==> config.mk <==
export PLATFORM = sky130hd
export DESIGN_NAME = sound_mailbox
export DESIGN_NICKNAME = d
export VERILOG_FILES = /design/src/rtl/sound_mailbox_pkg.sv /design/src/rtl/sound_mailbox_fifo.sv /design/src/rtl/sound_mailbox.sv
export SDC_FILE = /design/constraint.sdc
export NUM_CORES = 1
export LEC_CHECK = 0
export ABC_AREA = 1
export ABC_CLOCK_PERIOD_IN_PS = 2300
export CORE_MARGIN = 2
export CORE_UTILIZATION = 41
export CTS_BUF_LIST = sky130_fd_sc_hd__clkbuf_8
export CTS_CLUSTER_SIZE = 24
export DETAILED_ROUTE_END_ITERATION = 10
export SYNTH_ARGS = -nofsm -noshare
export SYNTH_HDL_FRONTEND = slang
export SYNTH_SLANG_ARGS = --single-unit
export TNS_END_PERCENT = 1
==> constraint.sdc <==
create_clock -name CLK_24M -period 2.3 [get_ports CLK_24M]
set_clock_uncertainty 0.1 [all_clocks]
set_input_delay 0.23 -clock CLK_24M [delete_from_list [all_inputs] [get_ports CLK_24M]]
set_output_delay 0.23 -clock CLK_24M [all_outputs]
set_load 0.1 [all_outputs]
==> src/rtl/sound_mailbox_pkg.sv <==
// sound_mailbox_pkg
//   Shared constants for the sound mailbox: default parameter values,
//   STATUS bit positions, STATUS reset value and the strobe-sample record.
`timescale 1ns/1ps
package sound_mailbox_pkg;

   localparam int DEF_DATA_W    = 8;
   localparam int DEF_CMD_DEPTH = 4;
   localparam int DEF_REP_DEPTH = 4;
   localparam int DEF_NMI_LEN   = 8;

   // STATUS = {rep_ovf, cmd_ovf, rep_full, rep_empty, cmd_full, cmd_empty}
   localparam int ST_CMD_EMPTY = 0;
   localparam int ST_CMD_FULL  = 1;
   localparam int ST_REP_EMPTY = 2;
   localparam int ST_REP_FULL  = 3;
   localparam int ST_CMD_OVF   = 4;
   localparam int ST_REP_OVF   = 5;
   localparam int ST_W         = 6;

   // Both FIFOs empty, nothing full, both overflow flags cleared.
   localparam logic [ST_W-1:0] STATUS_RST = 6'b000101;

   // Previous-cycle samples of the active-low strobes.
   typedef struct packed {
      logic zone;    // nICOM_ZONE
      logic z80r;    // nSDZ80R
      logic z80w;    // nSDZ80W
      logic z80clr;  // nSDZ80CLR
   } strobe_t;

   localparam strobe_t STROBE_IDLE = '{zone: 1'b1, z80r: 1'b1, z80w: 1'b1, z80clr: 1'b1};

endpackage

==> src/rtl/sound_mailbox_fifo.sv <==
// mbox_fifo
//   Small circular FIFO with combinational head visibility.
//   Ports:
//     clk, rst_n          clock, asynchronous active-low reset
//     push_i, din_i       write request and data
//     pop_i               read request (ignored when empty)
//     flush_i             empties the FIFO; overrides push and pop
//     dout_o              head entry, zero when empty
//     full_o, empty_o     occupancy flags
//     count_o             occupancy, 0..DEPTH
//     push_ok_o           push accepted this cycle
//     drop_o              push rejected because the FIFO was full
`timescale 1ns/1ps
module mbox_fifo
   import sound_mailbox_pkg::*;
#(
   parameter int WIDTH = DEF_DATA_W,
   parameter int DEPTH = DEF_CMD_DEPTH
) (
   input  logic                       clk,
   input  logic                       rst_n,
   input  logic                       push_i,
   input  logic                       pop_i,
   input  logic                       flush_i,
   input  logic [WIDTH-1:0]           din_i,
   output logic [WIDTH-1:0]           dout_o,
   output logic                       full_o,
   output logic                       empty_o,
   output logic [$clog2(DEPTH):0]     count_o,
   output logic                       push_ok_o,
   output logic                       drop_o
);

   localparam int AW = $clog2(DEPTH);
   localparam int CW = AW + 1;

   logic [WIDTH-1:0] mem_q [DEPTH];
   logic [AW-1:0]    wr_ptr_q, wr_ptr_d;
   logic [AW-1:0]    rd_ptr_q, rd_ptr_d;
   logic [CW-1:0]    count_q, count_d;
   logic             do_push, do_pop;

   assign full_o  = (count_q == CW'(DEPTH));
   assign empty_o = (count_q == '0);
   assign count_o = count_q;
   assign dout_o  = empty_o ? '0 : mem_q[rd_ptr_q];

   // A full FIFO still accepts a push when the head leaves in the same cycle.
   assign do_pop    = pop_i & ~empty_o & ~flush_i;
   assign do_push   = push_i & (~full_o | pop_i) & ~flush_i;
   assign push_ok_o = do_push;
   assign drop_o    = push_i & full_o & ~pop_i & ~flush_i;

   always_comb begin
      wr_ptr_d = wr_ptr_q;
      rd_ptr_d = rd_ptr_q;
      count_d  = count_q;
      if (flush_i) begin
         wr_ptr_d = '0;
         rd_ptr_d = '0;
         count_d  = '0;
      end else begin
         // Power-of-two depth: pointers wrap by natural overflow.
         if (do_push) wr_ptr_d = AW'(wr_ptr_q + 1'b1);
         if (do_pop)  rd_ptr_d = AW'(rd_ptr_q + 1'b1);
         case ({do_push, do_pop})
            2'b10:   count_d = CW'(count_q + 1'b1);
            2'b01:   count_d = CW'(count_q - 1'b1);
            default: count_d = count_q;
         endcase
      end
   end

   always_ff @(posedge clk or negedge rst_n) begin
      if (!rst_n) begin
         wr_ptr_q <= '0;
         rd_ptr_q <= '0;
         count_q  <= '0;
      end else begin
         wr_ptr_q <= wr_ptr_d;
         rd_ptr_q <= rd_ptr_d;
         count_q  <= count_d;
      end
   end

   // Storage needs no reset: dout_o is masked whenever the FIFO is empty.
   always_ff @(posedge clk) begin
      if (do_push) mem_q[wr_ptr_q] <= din_i;
   end

endmodule

==> src/rtl/sound_mailbox.sv <==
// sound_mailbox
//   68K <-> Z80 sound-CPU mailbox: a command FIFO written by the 68K and
//   read by the Z80, and a reply FIFO written by the Z80 and read by the 68K.
//   Ports:
//     CLK_24M, nRESET        clock, asynchronous active-low reset
//     nICOM_ZONE, RW         68K register select (low) and read/write (1=read)
//     M68K_DIN / M68K_DOUT   68K command data in / reply head out
//     M68K_OE                68K read enable (combinational)
//     nSDZ80R / nSDZ80W      Z80 command read / reply write strobes (low)
//     nSDZ80CLR              Z80 command-FIFO clear (falling edge)
//     SDD_IN / SDD_OUT       Z80 reply data in / command head out
//     SDD_OE                 Z80 read enable (combinational)
//     nSDW                   low pulse of NMI_LEN clocks per accepted command
//     STATUS                 {rep_ovf, cmd_ovf, rep_full, rep_empty, cmd_full, cmd_empty}
`timescale 1ns/1ps
module sound_mailbox
   import sound_mailbox_pkg::*;
#(
   parameter int DATA_W    = DEF_DATA_W,
   parameter int CMD_DEPTH = DEF_CMD_DEPTH,
   parameter int REP_DEPTH = DEF_REP_DEPTH,
   parameter int NMI_LEN   = DEF_NMI_LEN
) (
   input  logic              CLK_24M,
   input  logic              nRESET,
   input  logic              nICOM_ZONE,
   input  logic              RW,
   input  logic [DATA_W-1:0] M68K_DIN,
   output logic [DATA_W-1:0] M68K_DOUT,
   output logic              M68K_OE,
   input  logic              nSDZ80R,
   input  logic              nSDZ80W,
   input  logic              nSDZ80CLR,
   input  logic [DATA_W-1:0] SDD_IN,
   output logic [DATA_W-1:0] SDD_OUT,
   output logic              SDD_OE,
   output logic              nSDW,
   output logic [ST_W-1:0]   STATUS
);

   localparam int NW = $clog2(NMI_LEN + 1);

   strobe_t          strobe_now, strobe_q;
   logic             rw_q;
   logic [DATA_W-1:0] sdd_q;
   logic             armed_q;

   logic             zone_fall, zone_rise, z80r_rise, z80w_rise, clr_fall;
   logic             cmd_push, cmd_pop, cmd_flush, rep_push, rep_pop;
   logic             cmd_full, cmd_empty, cmd_push_ok, cmd_drop;
   logic             rep_full, rep_empty, rep_push_ok, rep_drop;
   logic [$clog2(CMD_DEPTH):0] cmd_count;
   logic [$clog2(REP_DEPTH):0] rep_count;
   logic             cmd_ovf_q, cmd_ovf_d;
   logic             rep_ovf_q, rep_ovf_d;
   logic [NW-1:0]    nmi_cnt_q, nmi_cnt_d;

   assign strobe_now = {nICOM_ZONE, nSDZ80R, nSDZ80W, nSDZ80CLR};

   // Strobe history. RW and SDD_IN are also kept one cycle so that end-of-
   // access events use the values seen while the strobe was still low.
   // armed_q masks the first cycle after reset release so that inputs held
   // low across reset cannot produce a falling-edge event.
   always_ff @(posedge CLK_24M or negedge nRESET) begin
      if (!nRESET) begin
         strobe_q <= STROBE_IDLE;
         rw_q     <= 1'b0;
         sdd_q    <= '0;
         armed_q  <= 1'b0;
      end else begin
         strobe_q <= strobe_now;
         rw_q     <= RW;
         sdd_q    <= SDD_IN;
         armed_q  <= 1'b1;
      end
   end

   assign zone_fall = armed_q &  strobe_q.zone   & ~strobe_now.zone;
   assign zone_rise = armed_q & ~strobe_q.zone   &  strobe_now.zone;
   assign z80r_rise = armed_q & ~strobe_q.z80r   &  strobe_now.z80r;
   assign z80w_rise = armed_q & ~strobe_q.z80w   &  strobe_now.z80w;
   assign clr_fall  = armed_q &  strobe_q.z80clr & ~strobe_now.z80clr;

   assign cmd_push  = zone_fall & ~RW;
   assign cmd_pop   = z80r_rise;
   assign cmd_flush = clr_fall;      // flush overrides a coincident push
   assign rep_push  = z80w_rise;
   assign rep_pop   = zone_rise & rw_q;

   mbox_fifo #(.WIDTH(DATA_W), .DEPTH(CMD_DEPTH)) u_cmd_fifo (
      .clk       (CLK_24M),
      .rst_n     (nRESET),
      .push_i    (cmd_push),
      .pop_i     (cmd_pop),
      .flush_i   (cmd_flush),
      .din_i     (M68K_DIN),
      .dout_o    (SDD_OUT),
      .full_o    (cmd_full),
      .empty_o   (cmd_empty),
      .count_o   (cmd_count),
      .push_ok_o (cmd_push_ok),
      .drop_o    (cmd_drop)
   );

   mbox_fifo #(.WIDTH(DATA_W), .DEPTH(REP_DEPTH)) u_rep_fifo (
      .clk       (CLK_24M),
      .rst_n     (nRESET),
      .push_i    (rep_push),
      .pop_i     (rep_pop),
      .flush_i   (1'b0),
      .din_i     (sdd_q),
      .dout_o    (M68K_DOUT),
      .full_o    (rep_full),
      .empty_o   (rep_empty),
      .count_o   (rep_count),
      .push_ok_o (rep_push_ok),
      .drop_o    (rep_drop)
   );

   // Occupancy counts and the reply accept strobe are not needed here.
   logic unused_ok;
   assign unused_ok = ^{cmd_count, rep_count, rep_push_ok};

   always_comb begin
      cmd_ovf_d = cmd_ovf_q;
      rep_ovf_d = rep_ovf_q;
      nmi_cnt_d = nmi_cnt_q;
      if (cmd_flush)     cmd_ovf_d = 1'b0;
      else if (cmd_drop) cmd_ovf_d = 1'b1;
      if (rep_drop)      rep_ovf_d = 1'b1;
      // Every accepted command restarts the NMI pulse.
      if (cmd_push_ok)          nmi_cnt_d = NW'(NMI_LEN);
      else if (nmi_cnt_q != '0) nmi_cnt_d = NW'(nmi_cnt_q - 1'b1);
   end

   always_ff @(posedge CLK_24M or negedge nRESET) begin
      if (!nRESET) begin
         cmd_ovf_q <= 1'b0;
         rep_ovf_q <= 1'b0;
         nmi_cnt_q <= '0;
      end else begin
         cmd_ovf_q <= cmd_ovf_d;
         rep_ovf_q <= rep_ovf_d;
         nmi_cnt_q <= nmi_cnt_d;
      end
   end

   assign nSDW    = (nmi_cnt_q == '0);
   assign M68K_OE = RW & ~nICOM_ZONE;
   assign SDD_OE  = ~nSDZ80R;

   always_comb begin
      STATUS               = '0;
      STATUS[ST_CMD_EMPTY] = cmd_empty;
      STATUS[ST_CMD_FULL]  = cmd_full;
      STATUS[ST_REP_EMPTY] = rep_empty;
      STATUS[ST_REP_FULL]  = rep_full;
      STATUS[ST_CMD_OVF]   = cmd_ovf_q;
      STATUS[ST_REP_OVF]   = rep_ovf_q;
   end

endmodule
* After elaboration in Yosys (flattened, before gate mapping)
Memories as Yosys holds them, arrays and structs flattened.
Index checks and enable logic that the tools add are counted.
** Operators by class
- Reductions and logical operators :: 10
- $add $sub $neg :: 9
- Muxes and demuxes :: 17
- Eq/ne operators :: 6
- Bitwise gates (word level) :: 40
** Operator list (count)
- 1-bit bitwise AND :: 24
- 8-bit 2-to-1 mux :: 2
- 1-bit NOT :: 14
- 3-bit one-hot mux with 2 select lines :: 2
- 2-bit nonzero test :: 5
- 2-bit by 1-bit adder with 2-bit output, second input constant :: 4
- 2-bit 2-to-1 mux :: 4
- 4-bit 2-to-1 mux :: 2
- 3-bit by 1-bit adder with 3-bit output, second input constant :: 2
- 3-bit equality test, second input constant :: 2
- 3-bit logical NOT :: 2
- 1-bit 2-to-1 mux :: 6
- 3-bit by 1-bit subtractor with 3-bit output, second input constant :: 2
- 2-bit by 1-bit equality test with 1-bit output, second input constant :: 2
- 2-bit equality test, second input constant :: 2
- 4-bit logical NOT :: 1
- 4-bit nonzero test :: 1
- 4-bit by 1-bit subtractor with 4-bit output, second input constant :: 1
- 3-bit 2-to-1 mux :: 1
- 3-bit nonzero test :: 1
- 1-bit bitwise OR :: 2
** Word-level totals
- Logic and storage cells :: 100
- Output and inout port bits :: 25
- Memory bits (writable) :: 64
- Bits of input ports :: 23
- Register bits :: 34
- Memories :: 2
** Memories
- u_cmd_fifo.mem_q :: words 4, bits a word 8, read ports 1, clocked after Yosys merged registers in 0, write ports 1, RTL line sound_mailbox_fifo.sv:37 : logic [WIDTH-1:0] mem_q [DEPTH];
- u_rep_fifo.mem_q :: words 4, bits a word 8, read ports 1, clocked after Yosys merged registers in 0, write ports 1, RTL line sound_mailbox_fifo.sv:37

* Logic depth before layout (Yosys ltp)
Gate-level depths: netlist of run 1.
- Depth after elaboration :: 9
- Gate-level depth with buffers :: 13
- Gate-level depth less buffers :: 13

* Cells and area by module
Synthesis of run 1 repeated with hierarchy kept, for this count alone.
** Second synthesis, totals
- Cells, all modules :: 393
- Area, all modules :: 4291.6 um^2
** By module, submodules not included
- mbox_fifo at u_cmd_fifo :: cells an instance 163, sequential area each 1136.1 um^2, times used 1, area each 1776.7 um^2
- mbox_fifo at u_rep_fifo :: cells an instance 162, sequential area each 1136.1 um^2, times used 1, area each 1761.7 um^2
- sound_mailbox :: cells an instance 68, sequential area each 505.5 um^2, times used 1, area each 753.2 um^2

* Least setup slack after synthesis of run 1
Ideal clock, no wire load.
- Path kind :: register to register
- Start point :: register nmi_cnt_q[0]
- End point :: register nmi_cnt_q[0]
- Setup time :: 0.061 ns
- Setup slack :: -0.439 ns
- Stages on the path, launching flop included :: 9
- Period minus slack after synthesis :: 2.739 ns
- Arrival time :: 2.578 ns
- Buffers on the path :: 0
- Required time :: 2.139 ns
- Path through :: dfrtp_1 inv_1 ha_1 nand2_1 nor2_1 inv_1 nor2_1 o21ai_2 inv_2
** On the way
- Word-level cells in the longest chain between the ends :: 3
- Elaborated cells on any way between the ends :: 5
- Those cells by class :: add/sub: 1; mux: 2; reduce/logical: 2
** RTL lines
- start: declaration :: RTL line sound_mailbox.sv:56 : logic [NW-1:0] nmi_cnt_q, nmi_cnt_d;
- start signal: assignment :: RTL line sound_mailbox.sv:144 : nmi_cnt_q <= nmi_cnt_d;
- 4-bit by 1-bit subtractor with 4-bit output :: RTL line sound_mailbox.sv:133 : else if (nmi_cnt_q != '0) nmi_cnt_d = NW'(nmi_cnt_q - 1'b1);
- 4-bit 2-to-1 mux :: RTL line sound_mailbox.sv:133
- 4-bit 2-to-1 mux :: RTL line sound_mailbox.sv:132 : if (cmd_push_ok) nmi_cnt_d = NW'(NMI_LEN);
Several ways; a longest one is shown, not always the timed one. The select of a mux whose other input is x is not followed.
A chain may end at the register's enable or synchronous reset.

* Worst setup path after layout of run 1
- Start point :: register u_cmd_fifo.count_q[2], in the netlist u_cmd_fifo.count_o[2]
- End point :: output SDD_OUT[2]
** On the way
- Word-level cells in the longest chain between the ends :: 2
** RTL lines
- start: declaration :: RTL line sound_mailbox_fifo.sv:40 : logic [CW-1:0] count_q, count_d;
- start signal: assignment :: RTL line sound_mailbox_fifo.sv:82 : count_q <= count_d;
- 3-bit logical NOT :: RTL line sound_mailbox_fifo.sv:44 : assign empty_o = (count_q == '0);
- 8-bit 2-to-1 mux :: RTL line sound_mailbox_fifo.sv:46 : assign dout_o = empty_o ? '0 : mem_q[rd_ptr_q];
- end: declaration :: RTL line sound_mailbox.sv:35 : output logic [DATA_W-1:0] SDD_OUT,
Every way passes these cells.

==> results of run 1 <==
per-stage QoR:
step	setup TNS [ns]	util [%]	setup WS, ns	instance area [µm²]	std cells
after floorplan	-6.34	-	-0.434	4220	362
after global placement	0	50.9	0.0569	5160	554
after detailed placement	0	50.9	0.0193	5160	554
after CTS	-0.0685	52.7	-0.0309	5340	571
after global routing	0	52.9	0.0140	5360	571
final	0	52.9	0.121	5360	571
timing repair:
action                     4_1_cts  5_1_grt
gates resized for setup          2        8
hold buffers                     1        0
setup endpoints to repair       15       11
hold endpoints to repair        18        0
setup buffers                    0        0
critical path: stages (launching register included):
cell        delay [ns]
dfrtp_1           0.45
inv_1             0.12
nand2_4           0.12
clkinvlp_4        0.26
a21oi_1           0.32
buf_12            0.21
area by class of cell:
type / instances / area (µm²)
Inverter: 38 / 151
Clock inverter: 7 / 43.8
Multi-Input combinational cell: 212 / 1230
Tap cell: 136 / 170
Fill cell: 866 / 4780
Timing Repair Buffer: 71 / 861
Sequential cell: 98 / 2780
Clock buffer: 9 / 124
layer usage:
metal,global-route usage [%],wire length (µm)
met3,3.46,310
met4,6.00,118
met1,19.8,3690
met5,0,0
met2,25.9,4020
Yosys cell counts:
| library cell | instances |
|---|---|
| o21ai_2 | 2 |
| nor3_1 | 2 |
| o21ai_0 | 38 |
| clkinv_1 | 3 |
| buf_2 | 7 |
| buf_4 | 6 |
| dfrtp_1 | 30 |
| nor2_8 | 1 |
| nand2_4 | 3 |
| nand4_1 | 4 |
| dfstp_2 | 4 |
| nand2_1 | 21 |
| edfxtp_1 | 64 |
| inv_2 | 4 |
| clkbuf_1 | 1 |
| a21oi_1 | 20 |
| nand3_1 | 4 |
| nor3_4 | 2 |
| a21oi_4 | 1 |
| nand2_2 | 3 |
| xor2_1 | 6 |
| nor2_1 | 75 |
| inv_4 | 1 |
| a31oi_1 | 1 |
| nor3_2 | 1 |
| inv_1 | 30 |
| nor2_2 | 6 |
| a31o_2 | 1 |
| nor2_4 | 3 |
| ha_1 | 11 |
| fa_1 | 2 |
| conb_1 | 1 |
| nand3_2 | 2 |
| xnor2_1 | 2 |
kinds of logic (layout without fill, tap and decap cells):
family                     after synthesis  count (layout)  synth area share [%]
other                                    1               1                0.0889
adders and majority gates               13              13                  4.21
DFF                                     98              98                  65.8
xor gates and xnor gates                 8               8                  1.66
buffers and inverters                   52             125                  5.43
and+or+nand+nor                        127             127                  14.7
AOI/OAI and AO/OA                       63              63                  8.04
final timing paths:
| check | end |
|---|---|
| max | SDD_OUT[2] |
| min | sdd_q[3] |
| max reg2reg | u_rep_fifo.count_o[2] |
| min reg2reg | rep_ovf_q |
| max in group asynchronous | u_rep_fifo.rd_ptr_q[0] |
| min in group asynchronous | nmi_cnt_q[2] |
registers in the layout, summed over array words and instances (netlist names):
name                 count
armed_q                  1
cmd_ovf_q                1
nmi_cnt_q                4
rep_ovf_q                1
rw_q                     1
sdd_q                    8
strobe_q                 4
u_cmd_fifo.count_o       3
u_cmd_fifo.mem_q        32
u_cmd_fifo.rd_ptr_q      2
u_cmd_fifo.wr_ptr_q      2
u_rep_fifo.count_o       3
u_rep_fifo.mem_q        32
u_rep_fifo.rd_ptr_q      2
u_rep_fifo.wr_ptr_q      2
==> results.cfg, run 1 <==
[timing]
setup_viol = 0
hold_viol = 0
worst_pin_slew_ns = 0.564
drv_slew = 0
max_slew_margin_pct = 62.4
fin_crit_ns = 2.18
hold_ws_ns = 0.203
fmax_ghz = 0.459
post-route-period-util_pct = 94.7
rsz0062_at_grt = false

[layout]
most-common-layout-cells = 74 x nor2_1, 64 x edfxtp_1, 38 x o21ai_0
layout_commonest_cell = nor2_1
antennaDiodeCount = 0
nNetsFinal = 466
drive_above_1_share_pct = 24.4
syn2layout_area_growth_pct = 27.1

[die]
std_cell_rows = 37
fp.dieW_um = 105
io_pins = 48
start_util_pct = 41.6
die-area_mm2 = 0.0111
core_mm2 = 0.0101
die_h_um = 105

[grt]
grt_start_max_net_pins = 25
antenna_found_initial = 0
grt_pass1_vias = 2740
grt_overflow = 0
gr-usage-all-layers_pct = 15.5
grt_pass1_wl_mm = 13.3

[critical_path]
rrSetupSlack_ns = 0.19
ff2ff_path_depth = 9
required_ns = 1.97
cp_data_arrival_time_ns = 1.85
r2r-start = u_rep_fifo.count_o[1]
path_class = reg2out
critPathMaxFanout = 9
worst_setup_path_end_kind = primary output
startpoint = u_cmd_fifo.count_o[2]
crit_path_start_kind = register

[clock_network]
cts_tree = yes
clk_latency_ns = 0.35
h-tree-depth = 3
ctsRootBufferMaster = clkbuf_8
cts.sinks = 98
cts_buffers = 9
clk_pin_slew_ns = 0.09
cts_buffer_depth = 2

[routing]
via_count = 2718
viasPerCell = 4.76
ant_nets = 0
drc = 0
first_pass_iters = 4
wl_per_cell_um = 14.3
first_iter_violations = 108
wl_mm = 8.14

[logic_synthesis]
yosysSeqAreaShare_pct = 65.8
synth_cells = 362
ys_warn_count = 0
avgSynthCellArea_um2 = 11.7
synth_area_leader_cell = edfxtp_1
synthTopCellsByArea = edfxtp_1 46%, dfrtp_1 18%, nor2_1 6.7%
synth_top_area_share_pct = 45.6
synth_nets = 398
syn-cell-area_mm2 = 0.00422
yosys.cell_types.count = 34
ys_ff_latch = 98

[status]
status = completed

[place]
hpwlAfterDp_mm = 5.63
io_buffer_count = 47
gp_congestion = 0.766

[hold_path]
hold_start = SDD_IN[3]
whs_path_depth = 1
hold_path.class = in2reg

[flow_run]
maxCapViolations = 0
Power of run 1 is left out: the tool's default activity adds up to more than one toggle a clock period on the data nets, which glitch-free logic cannot reach.
==> inputs of run 2 (changes only) <==
--- a/config.mk
+++ b/config.mk
@@ -8,10 +8,11 @@
 export ABC_AREA = 1
 export ABC_CLOCK_PERIOD_IN_PS = 2300
 export CORE_MARGIN = 2
-export CORE_UTILIZATION = 41
+export CORE_UTILIZATION = 35
 export CTS_BUF_LIST = sky130_fd_sc_hd__clkbuf_8
 export CTS_CLUSTER_SIZE = 24
 export DETAILED_ROUTE_END_ITERATION = 10
+export MAX_ROUTING_LAYER = met4
 export SYNTH_ARGS = -nofsm -noshare
 export SYNTH_HDL_FRONTEND = slang
 export SYNTH_SLANG_ARGS = --single-unit
==> results.cfg, run 2 (synthesized netlist as in run 1, its figures left out) <==
[status]
status = completed

[die]
die-area_mm2 = 0.0129
std_cell_rows = 40
fp.dieW_um = 114
start_util_pct = 35.4
die_h_um = 114
core_mm2 = 0.0119
io_pins = 48

[clock_network]
cts.sinks = 98
ctsRootBufferMaster = clkbuf_8
h-tree-depth = 3
cts_tree = yes
cts_buffer_depth = 2
clk_pin_slew_ns = 0.09
clk_latency_ns = 0.36
post_cts_buffers = 0
cts_buffers = 9

[critical_path]
cp_data_arrival_time_ns = 1.84
r2r-end = u_rep_fifo.count_o[2]
ff2ff_path_depth = 9
critPathMaxFanout = 9
crit_path_start_kind = register
rrSetupSlack_ns = 0.19
path_class = reg2out
startpoint = u_cmd_fifo.count_o[0]
crit_end = SDD_OUT[4]
worst_setup_path_end_kind = primary output
required_ns = 1.97
r2r-start = u_rep_fifo.count_o[1]

[grt]
grt_overflow = 0
grt_pass1_wl_mm = 13.8
grt_pass1_vias = 2740
gr-usage-all-layers_pct = 14.4
antenna_found_initial = 0
grt_start_max_net_pins = 35

[layout]
antennaDiodeCount = 0
drive_above_1_share_pct = 23.3
most-common-layout-cells = 74 x nor2_1, 64 x edfxtp_1, 38 x o21ai_0
nNetsFinal = 461
layout_commonest_cell = nor2_1
syn2layout_area_growth_pct = 27.2
largestRegisters = u_cmd_fifo.mem_q (32), u_rep_fifo.mem_q (32), sdd_q (8)

[timing]
hold_ws_ns = 0.205
fin_crit_ns = 2.17
setup_ws_ns = 0.135
setup_viol = 0
fmax_ghz = 0.462
drv_slew = 0
rsz0062_at_grt = false
hold_viol = 0
worst_pin_slew_ns = 0.850
post-route-period-util_pct = 94.1
max_slew_margin_pct = 43.4

[routing]
via_count = 2631
drc = 0
first_pass_iters = 4
ant_nets = 0
first_iter_violations = 143
wl_mm = 8.06
viasPerCell = 4.56
wl_per_cell_um = 14.0

[place]
gp_congestion = 0.832
place_ws_ns = 0.00714
hpwlAfterDp_mm = 5.43
io_buffer_count = 47

[flow_run]
maxCapViolations = 0

[hold_path]
hold_path.class = in2reg
-- run 2: changes by cell type in the layout (fill, tap and decap cells not counted), moves of 2 or more --
cell      change
buf_4         -6
inv_1         +3
clkinv_2      -2
inv_6         -2
-- run 2: cell type report --
type | count | area (µm²)
sequential | 98 | 2780
inverter | 38 | 154
multi-input combinational | 212 | 1230
timing repair buffer | 66 | 836
clock inverter | 7 | 53.8
clock buffer | 9 | 124
tap | 147 | 184
fill | 1088 | 6550
-- run 2: worst min-delay path by stage --
| stage | startpoint | endpoint | depth (start not counted) |
|---|---|---|---|
| after global placement | nRESET | nmi_cnt_q[1] | 1 |
| after CTS | SDD_IN[1] | sdd_q[1] | 1 |
| final | SDD_IN[1] | sdd_q[1] | 1 |
| after detailed placement | nRESET | sdd_q[6] | 1 |
| after global routing | SDD_IN[1] | sdd_q[1] | 1 |
| after floorplan | nRESET | armed_q | 0 |
-- run 2: timing repair --
item	in CTS	in global routing
hold buffers	1	0
resized for setup	3	7
endpoints found under the hold margin	30	0
endpoints found under the setup margin	16	9
pin swaps	0	0
-- run 2: metrics by stage --
| stage | setup TNS [ns] | instances | util (%) | area, µm² |
|---|---|---|---|---|
| CTS | -0.000719 | 577 | 44.8 | 5340 |
| global placement | 0 | 560 | 43.2 | 5150 |
| detailed placement | 0 | 560 | 43.2 | 5150 |
| global route | 0 | 577 | 45.0 | 5370 |
| finish | 0 | 577 | 45.0 | 5370 |
| floorplan | -6.34 | 362 | - | 4220 |
-- run 2: worst max-delay path, cell delays in order, from the launching register on --
cell	delay, ns
dfrtp_1	0.46
nor2_2	0.10
nand2_4	0.09
clkinvlp_4	0.26
a21oi_1	0.34
buf_12	0.22
-- run 2: per-layer routing --
layer  vias up  routed length [µm]  track usage, %
met5         -                   0               -
met4         0                 110            4.15
met3        10                 358            3.77
met2        50                4020            23.8
met1      1253                3570            17.5
li1       1318                   -               -
Power of run 2 is left out for the same reason.
==> inputs of run 3 (changes only) <==
--- a/config.mk
+++ b/config.mk
@@ -7,6 +7,7 @@
 export LEC_CHECK = 0
 export ABC_AREA = 1
 export ABC_CLOCK_PERIOD_IN_PS = 2300
+export CAP_MARGIN = 25
 export CORE_MARGIN = 2
 export CORE_UTILIZATION = 35
 export CTS_BUF_LIST = sky130_fd_sc_hd__clkbuf_8
==> results of run 3 <==
No change in the layout: final DEF, timing and power equal those of run 2.
Power of run 3 is left out for the same reason.
